File: config.mk
export PLATFORM = sky130hd
export DESIGN_NAME = firebird7_in_gate1_tessent_data_mux_ctrl_flat
export DESIGN_NICKNAME = d
export VERILOG_FILES = /design/src/rtl/firebird7_in_gate1_tessent_data_mux_ctrl_if.sv /design/src/rtl/firebird7_in_gate1_tessent_data_mux_ctrl.sv /design/src/flat_wrapper.sv
export SDC_FILE = /design/constraint.sdc
export NUM_CORES = 1
export LEC_CHECK = 0
export ABC_AREA = 1
export BUFFER_PORTS_ARGS = -buffer_cell sky130_fd_sc_hd__buf_2
export CAP_MARGIN = 10
export CELL_PAD_IN_SITES_DETAIL_PLACEMENT = 2
export CELL_PAD_IN_SITES_GLOBAL_PLACEMENT = 2
export CORE_MARGIN = 4
export CORE_UTILIZATION = 30
export CTS_CLUSTER_SIZE = 10
export DETAILED_ROUTE_END_ITERATION = 8
export PLACE_DENSITY_LB_ADDON = 0.2
export SLEW_MARGIN = 0
export SYNTH_ARGS = -nofsm -noshare
export SYNTH_HDL_FRONTEND = slang
export SYNTH_SLANG_ARGS = --single-unit
File: constraint.sdc
create_clock -name ijtag_tck -period 1.18 [get_ports ijtag_tck]
set_input_delay 0.059 -clock ijtag_tck [delete_from_list [all_inputs] [get_ports ijtag_tck]]
set_output_delay 0.059 -clock ijtag_tck [all_outputs]
set_load 0.03 [all_outputs]
File: src/rtl/firebird7_in_gate1_tessent_data_mux_ctrl_if.sv
// IJTAG segment signals for the gate1 data-mux override controller.
// The master drives the scan controls; the slave returns scan-out.
interface firebird7_in_gate1_tessent_data_mux_ctrl_if;
  logic ijtag_sel;
  logic ijtag_si;
  logic ijtag_ce;
  logic ijtag_se;
  logic ijtag_ue;
  logic ijtag_so;

  modport master (
    output ijtag_sel,
    output ijtag_si,
    output ijtag_ce,
    output ijtag_se,
    output ijtag_ue,
    input  ijtag_so
  );

  modport slave (
    input  ijtag_sel,
    input  ijtag_si,
    input  ijtag_ce,
    input  ijtag_se,
    input  ijtag_ue,
    output ijtag_so
  );
endinterface

File: src/rtl/firebird7_in_gate1_tessent_data_mux_ctrl.sv
// IJTAG TDR controller for the w3 data-mux override path.
// Modes: off, static override, timed pulse of count+1 tck cycles.
module firebird7_in_gate1_tessent_data_mux_ctrl #(
  parameter int DATA_W = 3,
  parameter int CNT_W  = 8
) (
  input  logic              ijtag_tck,
  input  logic              ijtag_reset,
  firebird7_in_gate1_tessent_data_mux_ctrl_if.slave ijtag,
  input  logic [DATA_W-1:0] functional_data_in,
  output logic              ijtag_select,
  output logic [DATA_W-1:0] ijtag_data_out
);

  localparam int TDR_L = DATA_W + 2 + CNT_W;
  localparam logic [CNT_W-1:0] CNT_ONE = 1;

  typedef enum logic [1:0] {
    IDLE,
    HOLD,
    PULSE
  } state_e;

  logic [TDR_L-1:0]  sr_q, sr_d;
  logic [TDR_L-1:0]  upd_q, upd_d;
  logic [CNT_W-1:0]  cnt_q, cnt_d;
  state_e            state_q, state_d;
  logic              done_q, done_d;
  logic              sel_q;
  logic [DATA_W-1:0] dout_q;

  logic              shift_en;
  logic              cap_en;
  logic              upd_en;
  logic              active;
  logic [1:0]        mode;
  logic [CNT_W-1:0]  cnt_fld;

  assign shift_en = ijtag.ijtag_sel & ijtag.ijtag_ce & ijtag.ijtag_se;
  assign cap_en   = ijtag.ijtag_sel & ijtag.ijtag_ce & ~ijtag.ijtag_se;
  assign upd_en   = ijtag.ijtag_sel & ijtag.ijtag_ue & ~ijtag.ijtag_ce;
  assign active   = (state_q == PULSE);
  assign mode     = sr_q[DATA_W +: 2];
  assign cnt_fld  = sr_q[DATA_W+2 +: CNT_W];

  always_comb begin
    sr_d = sr_q;
    unique case (1'b1)
      shift_en: sr_d = {ijtag.ijtag_si, sr_q[TDR_L-1:1]};
      cap_en:   sr_d = {cnt_q, done_q, active, functional_data_in};
      default:  sr_d = sr_q;
    endcase
  end

  // Update restarts from the new config even mid-pulse.
  always_comb begin
    upd_d   = upd_q;
    state_d = state_q;
    cnt_d   = cnt_q;
    done_d  = done_q;
    priority case (1'b1)
      upd_en: begin
        upd_d  = sr_q;
        done_d = 1'b0;
        cnt_d  = '0;
        case (mode)
          2'b01:   state_d = HOLD;
          2'b10: begin
            state_d = PULSE;
            cnt_d   = cnt_fld;
          end
          default: state_d = IDLE;
        endcase
      end
      (state_q == PULSE && cnt_q == '0): begin
        state_d = IDLE;
        done_d  = 1'b1;
      end
      (state_q == PULSE): cnt_d = cnt_q - CNT_ONE;
      default: ;
    endcase
  end

  always_ff @(posedge ijtag_tck) begin
    if (!ijtag_reset) begin
      sr_q    <= '0;
      upd_q   <= '0;
      cnt_q   <= '0;
      state_q <= IDLE;
      done_q  <= 1'b0;
      sel_q   <= 1'b0;
      dout_q  <= '0;
    end else begin
      sr_q    <= sr_d;
      upd_q   <= upd_d;
      cnt_q   <= cnt_d;
      state_q <= state_d;
      done_q  <= done_d;
      sel_q   <= (state_d != IDLE);
      dout_q  <= (state_d != IDLE) ? upd_d[DATA_W-1:0] : '0;
    end
  end

  assign ijtag.ijtag_so = sr_q[0];
  assign ijtag_select   = sel_q;
  assign ijtag_data_out = dout_q;

endmodule
File: src/flat_wrapper.sv
// flat-port wrapper written by rule: the top's interface ports become plain ports
module firebird7_in_gate1_tessent_data_mux_ctrl_flat 
#(
  parameter int DATA_W = 3,
  parameter int CNT_W  = 8
)
  (ijtag_tck, ijtag_reset, functional_data_in, ijtag_select, ijtag_data_out, ijtag_ijtag_sel, ijtag_ijtag_si, ijtag_ijtag_ce, ijtag_ijtag_se, ijtag_ijtag_ue, ijtag_ijtag_so);
  firebird7_in_gate1_tessent_data_mux_ctrl_if ijtag_i ();
  input  logic ijtag_tck;
  input  logic ijtag_reset;
  input  logic [DATA_W-1:0] functional_data_in;
  output logic ijtag_select;
  output logic [DATA_W-1:0] ijtag_data_out;
  input wire logic [$bits(ijtag_i.ijtag_sel)-1:0] ijtag_ijtag_sel;
  input wire logic [$bits(ijtag_i.ijtag_si)-1:0] ijtag_ijtag_si;
  input wire logic [$bits(ijtag_i.ijtag_ce)-1:0] ijtag_ijtag_ce;
  input wire logic [$bits(ijtag_i.ijtag_se)-1:0] ijtag_ijtag_se;
  input wire logic [$bits(ijtag_i.ijtag_ue)-1:0] ijtag_ijtag_ue;
  output wire logic [$bits(ijtag_i.ijtag_so)-1:0] ijtag_ijtag_so;
  assign ijtag_i.ijtag_sel = ijtag_ijtag_sel;
  assign ijtag_i.ijtag_si = ijtag_ijtag_si;
  assign ijtag_i.ijtag_ce = ijtag_ijtag_ce;
  assign ijtag_i.ijtag_se = ijtag_ijtag_se;
  assign ijtag_i.ijtag_ue = ijtag_ijtag_ue;
  assign ijtag_ijtag_so = ijtag_i.ijtag_so;
  firebird7_in_gate1_tessent_data_mux_ctrl #(.DATA_W(DATA_W), .CNT_W(CNT_W)) u_core (.ijtag_tck(ijtag_tck), .ijtag_reset(ijtag_reset), .ijtag(ijtag_i), .functional_data_in(functional_data_in), .ijtag_select(ijtag_select), .ijtag_data_out(ijtag_data_out));
endmodule
==> qor.txt, run 1 <==
Status -> finished with violations
Violated checks -> setup timing
Sequential fraction of the synthesis area -> 0.412
Mapped Avg Cell Area -> 7.53 µm²
Post-synthesis simple-gate area fraction -> 0.300
Num CTS Buffers -> 5
Share of cells above drive strength 1 -> 0.394
Mux cell area share after synthesis -> 0.0200
Synth Instances -> 200
DRC violations left -> 0
Layout area overhead -> 35.1%
Hold-fix buffers, CTS -> 0
Final Core Density -> 0.425
GR Overflow Total -> 0
Largest stage delay on the critical path -> 0.32 ns
Worst-path clk slew -> 0.07 ns
Worst-Skew Late Latency -> 0.29 ns
Fin. max-slew vios -> 0
Vias in the first global route -> 1783
Detailed-placement wirelength estimate -> 3.97 mm
XOR/XNOR Fraction of Synth Area -> 0
CTS tree -> built
Hold Path End -> u_core.sr_q[1]
Arrival @ worst endpoint -> 1.52 ns
Initial antenna violation count -> 0
Worst Path Required -> 1.36 ns
ANT cells -> 0
Max-slew headroom -> 0.741
Post-Syn Area -> 1510 µm²
Post-synth EDFFs -> 0
MaxCap Viol Count -> 0
Final Setup Violations -> 14
Die H -> 78.8 µm
Hold Crit Start -> functional_data_in[1]
Crit-path cells -> inv_2, ha_4, nand2_4, nor2_4, nand3_2, nand2_2, nand3_2, nand2_4, nor2_1
DR vias -> 1571
Die Wd -> 78.8 µm
Reg2reg end -> u_core.ijtag_data_out[2]
Pwr dens -> 1270 nW/µm²
Endpoint type of the worst setup path -> flip-flop
HP Class -> in2reg
Avg WL per Cell -> 18.9 µm
Post-Synth Adder-Cell Area -> 0.00831
First-pass GRT wire length -> 9.03 mm
Complex-gate fraction of the synthesized area -> 0.170
Crit start category -> flip-flop
Synth unique cells -> 32
Largest family of logic cells by synthesized area -> simple AND/OR/NAND/NOR gates
Critical Path Slowest Stage Cell -> dfxtp_2
Gpl congestion -> 0.755
Period utilization -> 1.13
Worst Path Buf+Inv -> 1
Number of detailed-route iterations in the first pass -> 4
Main synth FF type -> dfxtp_1
YS warnings -> 0
R2r setup slk -> -0.16 ns
Synth Register Bits -> 31
Core box area -> 4790 µm²
Pin count of the biggest net entering global routing -> 19
Post-synthesis net count -> 211
Most frequent cells in the layout -> 42 x nand2_1, 29 x dfxtp_1, 25 x buf_4, 14 x buf_2, 13 x inv_1
Nets -> 252
Worst Skew -> 0.00236 ns
Static leakage -> 0.894 nW
CP delay by family, top -> simple AND/OR/NAND/NOR gates
Reg-to-reg critical path startpoint -> u_core.cnt_q[0]
Worst Max-Slew Pin Slew -> 0.386 ns
Pre-CTS WS -> -0.203 ns
Asr flop ratio synth -> 0
Worst hold margin -> 0.0406 ns
Final ANT Viol Nets -> 0
Port Buffers -> 14
GRT Overall Usage -> 0.190
Worst reg2reg path depth -> 9
Clock root cell -> clkbuf_8
Initial Util -> 0.315
Die Area -> 6210 µm²
Fin worst setup slack -> -0.158 ns
Tot Pwr -> 0.00258 W
CTS sink cnt -> 31
Commonest non-fill, non-tap cell in the layout -> nand2_1
Unrepaired setup endpoints after global routing -> yes
Fmax -> 747 MHz
Vias per Instance -> 5.10
Row count -> 25
IO Pins -> 15
Setup Crit Path Kind -> reg2reg
H-Tree Depth -> 2
WL final -> 5.81 mm
Max VDD drop -> 0.473 mV
Max Buffers Root-to-Sink -> 2
Hold depth -> 3
CP Max Fanout -> 4
Initial DRC Count -> 36
Minimum clock period -> 1.34 ns
Hold Vio Cnt, Final -> 0
## sequential cells by signal (all words and copies together) (netlist names)
| register | cells |
|---|---|
| u_core.state_q | 2 |
| u_core.upd_q | 3 |
| u_core.ijtag_data_out | 3 |
| u_core.done_q | 1 |
| u_core.cnt_q | 8 |
| u_core.sr_q | 13 |
| u_core.ijtag_select | 1 |
## layer usage
layer,GRT usage,wire length (µm),vias to the layer above
met1,0.222,2500,783
li1,-,-,745
met5,0,0,-
met3,0.0408,162,14
met4,0.0739,127,0
met2,0.339,3020,29
## how the worst max path moves through the flow
stage,from,end,slack (ns),cells after the start
floorplan,u_core.cnt_q[0],u_core.cnt_q[7],0.006,8
global placement,u_core.cnt_q[1],u_core.cnt_q[7],-0.08,8
detailed placement,u_core.cnt_q[1],u_core.cnt_q[5],-0.20,8
CTS,u_core.cnt_q[1],u_core.cnt_q[2],-0.10,9
global route,u_core.cnt_q[0],u_core.ijtag_data_out[2],-0.24,9
finish,u_core.cnt_q[0],u_core.ijtag_data_out[2],-0.16,9
## power by group
group	internal (W)	switching (W)
clock	0.000457	0.000421
combinational	0.000218	0.000358
sequential	0.00109	0.0000337
## tightest hold or removal path, stage by stage
cell	delay, ns
buf_2	0.10
nand2_1	0.06
a31oi_1	0.07
## cell usage after synthesis (all sizes together) (2+ instances only)
cell type | instances | area [µm²]
o21ai | 21 | 113
nand2 | 51 | 221
dfxtp | 31 | 621
clkinv | 2 | 7.51
nand3 | 18 | 108
mux2i | 3 | 30.0
a21oi | 11 | 58.8
nor2 | 18 | 96.3
buf | 5 | 33.8
nand4 | 3 | 18.8
inv | 22 | 85.1
a31oi | 9 | 56.3
## layout make-up
type                       instances  area (µm²)
clock inverter                     1        5.00
multi-input combinational        139         877
clock buffer                       6        82.6
timing repair buffer              40         269
sequential                        31         623
inverter                          24        92.6
tap                               67        83.8
fill                             569        2750
## what timing repair did
action	in CTS	in global routing
resized for setup	9	22
endpoints found under the hold margin	0	0
setup endpoints to repair	12	13
setup buffers	2	3
pin swaps	0	12
## through the flow
| stage | cells | TNS, ns | area [µm²] |
|---|---|---|---|
| global placement | 296 | -0.409 | 1790 |
| global route | 308 | -2.87 | 2030 |
| finish | 308 | -1.73 | 2030 |
| CTS | 305 | -1.14 | 1910 |
| floorplan | 200 | 0 | 1520 |
| detailed placement | 296 | -1.33 | 1790 |
## cell families after synthesis
kind of cell,after synthesis
adder cells (fa/ha/maj),1
multiplexers,3
flip-flops,31
AO/OA/AOI/OAI,44
buffers and inverters,30
AND/OR/NAND/NOR,91
(Power assumes the default switching activity.)
==> run 2, diff against run 1 <==
--- a/config.mk
+++ b/config.mk
@@ -12,9 +12,11 @@
 export CELL_PAD_IN_SITES_GLOBAL_PLACEMENT = 2
 export CORE_MARGIN = 4
 export CORE_UTILIZATION = 30
+export CTS_BUF_LIST = sky130_fd_sc_hd__clkbuf_16
 export CTS_CLUSTER_SIZE = 10
 export DETAILED_ROUTE_END_ITERATION = 8
 export PLACE_DENSITY_LB_ADDON = 0.2
+export RECOVER_POWER = 25
 export SLEW_MARGIN = 0
 export SYNTH_ARGS = -nofsm -noshare
 export SYNTH_HDL_FRONTEND = slang
==> constraint.sdc (replaced) <==
create_clock -name ijtag_tck -period 1.18 [get_ports ijtag_tck]
set_input_delay 0.059 -clock ijtag_tck [delete_from_list [all_inputs] [get_ports ijtag_tck]]
set_output_delay 0.059 -clock ijtag_tck [all_outputs]
set_load 0.01 [all_outputs]
==> qor.txt, run 2 (synthesis gave the netlist of run 1 again) <==
Status -> finished with violations
Violated checks -> setup timing
Pwr dens -> 1400 nW/µm²
Pin count of the biggest net entering global routing -> 19
Worst-path clk slew -> 0.05 ns
Max VDD drop -> 0.629 mV
Hold-fix buffers, CTS -> 0
CP Max Fanout -> 3
Max reg flops -> 13
ANT cells -> 0
Reg2reg end -> u_core.cnt_q[7]
Crit start category -> flip-flop
Placed Cells -> 296
Setup Crit Path Kind -> reg2reg
Final setup TNS -> -1.41 ns
Layout fillers -> 567
MaxCap Viol Count -> 0
Top Usage Layer GRT -> met2
Reg-to-reg critical path startpoint -> u_core.cnt_q[0]
Fin. max-slew vios -> 0
Most frequent cells in the layout -> 42 x nand2_1, 29 x dfxtp_1, 27 x buf_4, 13 x nor2_1
Share of cells above drive strength 1 -> 0.360
Initial DRC Count -> 51
IO Pins -> 15
Worst-Skew Late Latency -> 0.27 ns
Max Buffers Root-to-Sink -> 2
Pre-CTS WS -> -0.203 ns
Endpoint type of the worst setup path -> flip-flop
WL final -> 5.83 mm
Hold Crit Start -> ijtag_ijtag_si
Avg WL per Cell -> 18.9 µm
Vias in the first global route -> 1799
R2r setup slk -> -0.15 ns
Die Wd -> 78.8 µm
Unrepaired setup endpoints after global routing -> yes
Port Buffers -> 14
HP Class -> in2reg
Static leakage -> 0.904 nW
Num CTS Buffers -> 5
Final ANT Viol Nets -> 0
Worst Skew -> 0.00356 ns
DRC violations left -> 0
First-pass GRT wire length -> 9.27 mm
Worst hold margin -> 0.0589 ns
CTS tree -> built
Gpl congestion -> 0.755
Row count -> 25
Core box area -> 4790 µm²
Worst Max-Slew Pin Slew -> 0.402 ns
Initial antenna violation count -> 0
Number of detailed-route iterations in the first pass -> 4
Fmax -> 753 MHz
Met1 usage -> 0.224
Layout area overhead -> 36.8%
Minimum clock period -> 1.33 ns
Hold Path End -> u_core.sr_q[12]
Nets -> 253
CTS sink cnt -> 31
Hold Vio Cnt, Final -> 0
Die H -> 78.8 µm
Max-slew headroom -> 0.730
Worst reg2reg path depth -> 7
Arrival @ worst endpoint -> 1.49 ns
Vias per Instance -> 5.02
H-Tree Depth -> 2
Final Core Density -> 0.430
Fin worst setup slack -> -0.148 ns
Die Area -> 6210 µm²
Period utilization -> 1.13
Finished Layout Cells -> 309
Hold depth -> 3
Largest regs -> u_core.sr_q x13, u_core.cnt_q x8
Grt met3 use -> 0.0385
GR Overflow Total -> 0
Met2 usage -> 0.363
Detailed-placement wirelength estimate -> 3.97 mm
Initial Util -> 0.315
Top reg by flops -> u_core.sr_q
Commonest non-fill, non-tap cell in the layout -> nand2_1
Worst Path Required -> 1.34 ns
DR vias -> 1552
Clock root cell -> clkbuf_16
GRT Overall Usage -> 0.195
Final Setup Violations -> 14
-- run 2: changes by cell type in the layout (fill, tap and decap cells not counted), sizes merged --
cell	previous run	this run
buf	40	39
clkbuf	6	7
clkinv	3	4
-- run 2: how the worst max path moves through the flow --
| stage | startpoint | end | slack [ns] | cells after the start |
|---|---|---|---|---|
| after floorplan | u_core.cnt_q[0] | u_core.cnt_q[7] | 0.006 | 8 |
| after global placement | u_core.cnt_q[1] | u_core.cnt_q[7] | -0.08 | 8 |
| after detailed placement | u_core.cnt_q[1] | u_core.cnt_q[5] | -0.20 | 8 |
| final | u_core.cnt_q[0] | u_core.cnt_q[7] | -0.15 | 7 |
| after global routing | u_core.cnt_q[0] | u_core.cnt_q[7] | -0.25 | 7 |
| after CTS | u_core.cnt_q[1] | u_core.cnt_q[2] | -0.12 | 9 |
-- run 2: final cells by class --
class,count,area (µm²),area share
inverters,24,92.6,0.0450
clock inverters,2,8.76,0.00425
well taps,67,83.8,0.0407
clock buffers,5,125,0.0608
multi-input cells,139,856,0.416
flip-flops and latches,31,623,0.303
repair buffers,41,270,0.131
-- run 2: critical path: stages (launching register included) --
cell and delay [ns]:
dfxtp_2 0.32, inv_2 0.08, buf_4 0.13, nand3_1 0.13
nor2_1 0.19, nand3_1 0.11, o21ai_1 0.19, nand2_1 0.08
-- run 2: per-stage QoR --
step                      instance area, µm²  power, W
after detailed placement                1790   0.00162
final                                   2060   0.00288
after CTS                               1980   0.00286
after global placement                  1790   0.00158
after floorplan                         1520   0.00142
after global routing                    2060   0.00304
-- run 2: routing by layer --
metal / vias to the layer above / wire length [µm]
met3: 7 / 114
met4: 0 / 83
li1: 750 / -
met1: 779 / 2530
met2: 16 / 3100
met5: - / 0
-- run 2: where the power goes --
group / total [W] / internal [W] / switching [W]
combinational: 0.000545 / 0.000213 / 0.000332
sequential: 0.00113 / 0.00110 / 0.0000338
clock: 0.00121 / 0.000757 / 0.000451
-- run 2: what timing repair did --
action	4_1_cts	5_1_grt
setup endpoints to repair	12	14
gates cloned	0	0
buffers inserted	3	3
pin swaps	2	7
endpoints found under the hold margin	0	0
gates resized for setup	12	13
==> run 3, diff against run 2 <==
--- a/config.mk
+++ b/config.mk
@@ -10,6 +10,7 @@
 export CAP_MARGIN = 10
 export CELL_PAD_IN_SITES_DETAIL_PLACEMENT = 2
 export CELL_PAD_IN_SITES_GLOBAL_PLACEMENT = 2
+export CORE_ASPECT_RATIO = 1.1
 export CORE_MARGIN = 4
 export CORE_UTILIZATION = 30
 export CTS_BUF_LIST = sky130_fd_sc_hd__clkbuf_16
==> qor.txt, run 3 (synthesis gave the netlist of run 1 again) <==
Nets -> 250
Static leakage -> 0.917 nW
First-pass GRT wire length -> 8.86 mm
Reg2reg end -> u_core.ijtag_select
Pre-CTS WS -> -0.145 ns
H-Tree Depth -> 2
Initial DRC Count -> 54
Detailed-placement wirelength estimate -> 3.89 mm
R2r setup slk -> -0.13 ns
Max VDD drop -> 0.895 mV
Clock power share -> 0.467
Minimum clock period -> 1.31 ns
Layout area overhead -> 36.7%
IO Pins -> 15
Arrival @ worst endpoint -> 1.49 ns
Final ANT Viol Nets -> 0
Hold depth -> 3
Pwr dens -> 1510 nW/µm²
CTS tree -> built
Layout fillers -> 552
Worst-Skew Late Latency -> 0.28 ns
Fin. max-slew vios -> 0
Reg-to-reg critical path startpoint -> u_core.cnt_q[0]
Max reg flops -> 13
Pint -> 0.00229 W
Worst Skew -> 0.00246 ns
Fin area -> 2060 µm²
WL final -> 5.44 mm
Fmax -> 761 MHz
Worst-path clk slew -> 0.05 ns
Endpoint type of the worst setup path -> flip-flop
Vias per Instance -> 5.18
Status -> finished with violations
Number of detailed-route iterations in the first pass -> 4
Worst reg2reg path depth -> 9
Unrepaired setup endpoints after global routing -> yes
Fin worst setup slack -> -0.135 ns
Hold Vio Cnt, Final -> 0
Reg area -> 623 µm²
Sw Ratio -> 0.264
Die H -> 82.3 µm
Finished Layout Cells -> 296
Switching power -> 0.000822 W
Share of cells above drive strength 1 -> 0.346
Hold Path End -> u_core.sr_q[2]
Placed Cells -> 285
Clock root cell -> clkbuf_16
CP Max Fanout -> 4
Hold Crit Start -> functional_data_in[2]
Worst Path Required -> 1.35 ns
Violated checks -> setup timing
Final Setup Violations -> 13
Worst Max-Slew Pin Slew -> 0.507 ns
Top reg by flops -> u_core.sr_q
Sequential power share -> 0.363
Placed cell area -> 1780 µm²
Most frequent cells in the layout -> 43 x nand2_1, 29 x dfxtp_1, 22 x buf_4, 14 x inv_1, 14 x o21ai_0
Die Area -> 6220 µm²
GRT Overall Usage -> 0.196
Max-slew headroom -> 0.662
Avg WL per Cell -> 18.4 µm
Period utilization -> 1.11
Combinational share of power -> 0.170
Max Buffers Root-to-Sink -> 2
Num CTS Buffers -> 5
Initial Util -> 0.317
Largest regs -> u_core.sr_q x13, u_core.cnt_q x8
MaxCap Viol Count -> 0
GR Overflow Total -> 0
Row count -> 26
Vias in the first global route -> 1709
DRC violations left -> 0
Die Wd -> 75.5 µm
ANT cells -> 0
Setup Crit Path Kind -> reg2reg
HP Class -> in2reg
Pin count of the biggest net entering global routing -> 19
Crit start category -> flip-flop
Commonest non-fill, non-tap cell in the layout -> nand2_1
Core box area -> 4750 µm²
Port Buffers -> 14
Gpl congestion -> 0.877
CTS sink cnt -> 31
Multi-input logic area -> 851 µm²
Initial antenna violation count -> 0
DR vias -> 1534
==> run 3: cell count changes in the layout (fill, tap and decap cells not counted), sizes merged <==
cell,change
buf,-2
bufinv,+1
clkbuf,-1
==> run 3: power groups by stage <==
stage / Combinational [W] / Clock, W / Sequential, W
final: 0.000531 / 0.00145 / 0.00113
after global routing: 0.000590 / 0.00154 / 0.00114
after CTS: 0.000483 / 0.00148 / 0.00113
after detailed placement: 0.000455 / 0 / 0.00115
after global placement: 0.000435 / 0 / 0.00115
after floorplan: 0.000278 / 0 / 0.00114
==> run 3: layer usage <==
metal / GRT usage / routed length [µm] / part of all wire
met4: 0.0874 / 99 / 0.018
met3: 0.0400 / 118 / 0.022
met2: 0.340 / 2900 / 0.53
met1: 0.230 / 2330 / 0.43
met5: 0 / 0 / 0
==> run 3: area by class of cell <==
type                    count  area share
clock buffers               5      0.0608
flip-flops and latches     31       0.303
repair buffers             38       0.125
multi-input cells         139       0.413
well taps                  56      0.0340
clock inverters             3      0.0188
inverters                  24      0.0450
==> run 3: worst max-delay path by stage <==
stage	from	end	slack [ns]	depth (start not counted)
after detailed placement	u_core.cnt_q[1]	u_core.ijtag_select	-0.14	9
final	u_core.cnt_q[0]	u_core.ijtag_select	-0.13	9
after global routing	u_core.cnt_q[0]	u_core.cnt_q[5]	-0.22	9
after CTS	u_core.cnt_q[1]	u_core.cnt_q[5]	-0.13	9
after global placement	u_core.cnt_q[1]	u_core.ijtag_data_out[2]	-0.08	9
after floorplan	u_core.cnt_q[0]	u_core.cnt_q[7]	0.006	8
==> run 3: stage by stage <==
stage	TNS [ns]	total power, W	util	hold slack, ns
floorplan	0	0.00142	-	0.219
global placement	-0.325	0.00158	0.375	0.328
detailed placement	-1.17	0.00160	0.375	0.346
CTS	-1.32	0.00309	0.420	0.0599
global route	-2.64	0.00326	0.433	0.0861
finish	-1.45	0.00311	0.433	0.0618
==> run 3: critical path, stage by stage, from the launching register on <==
cell,delay (ns)
dfxtp_2,0.32
inv_2,0.08
ha_4,0.15
nand2_4,0.06
nor2_4,0.15
nand3_2,0.12
nand2_2,0.09
nand3_2,0.08
nand2_4,0.09
inv_1,0.06
==> run 3: repair_timing <==
action	CTS	global route
setup buffers	2	1
hold buffers	0	0
pin swaps	6	9
endpoints found under the setup margin	12	14
endpoints found under the hold margin	0	0
gates cloned	0	0
gates resized for setup	9	15
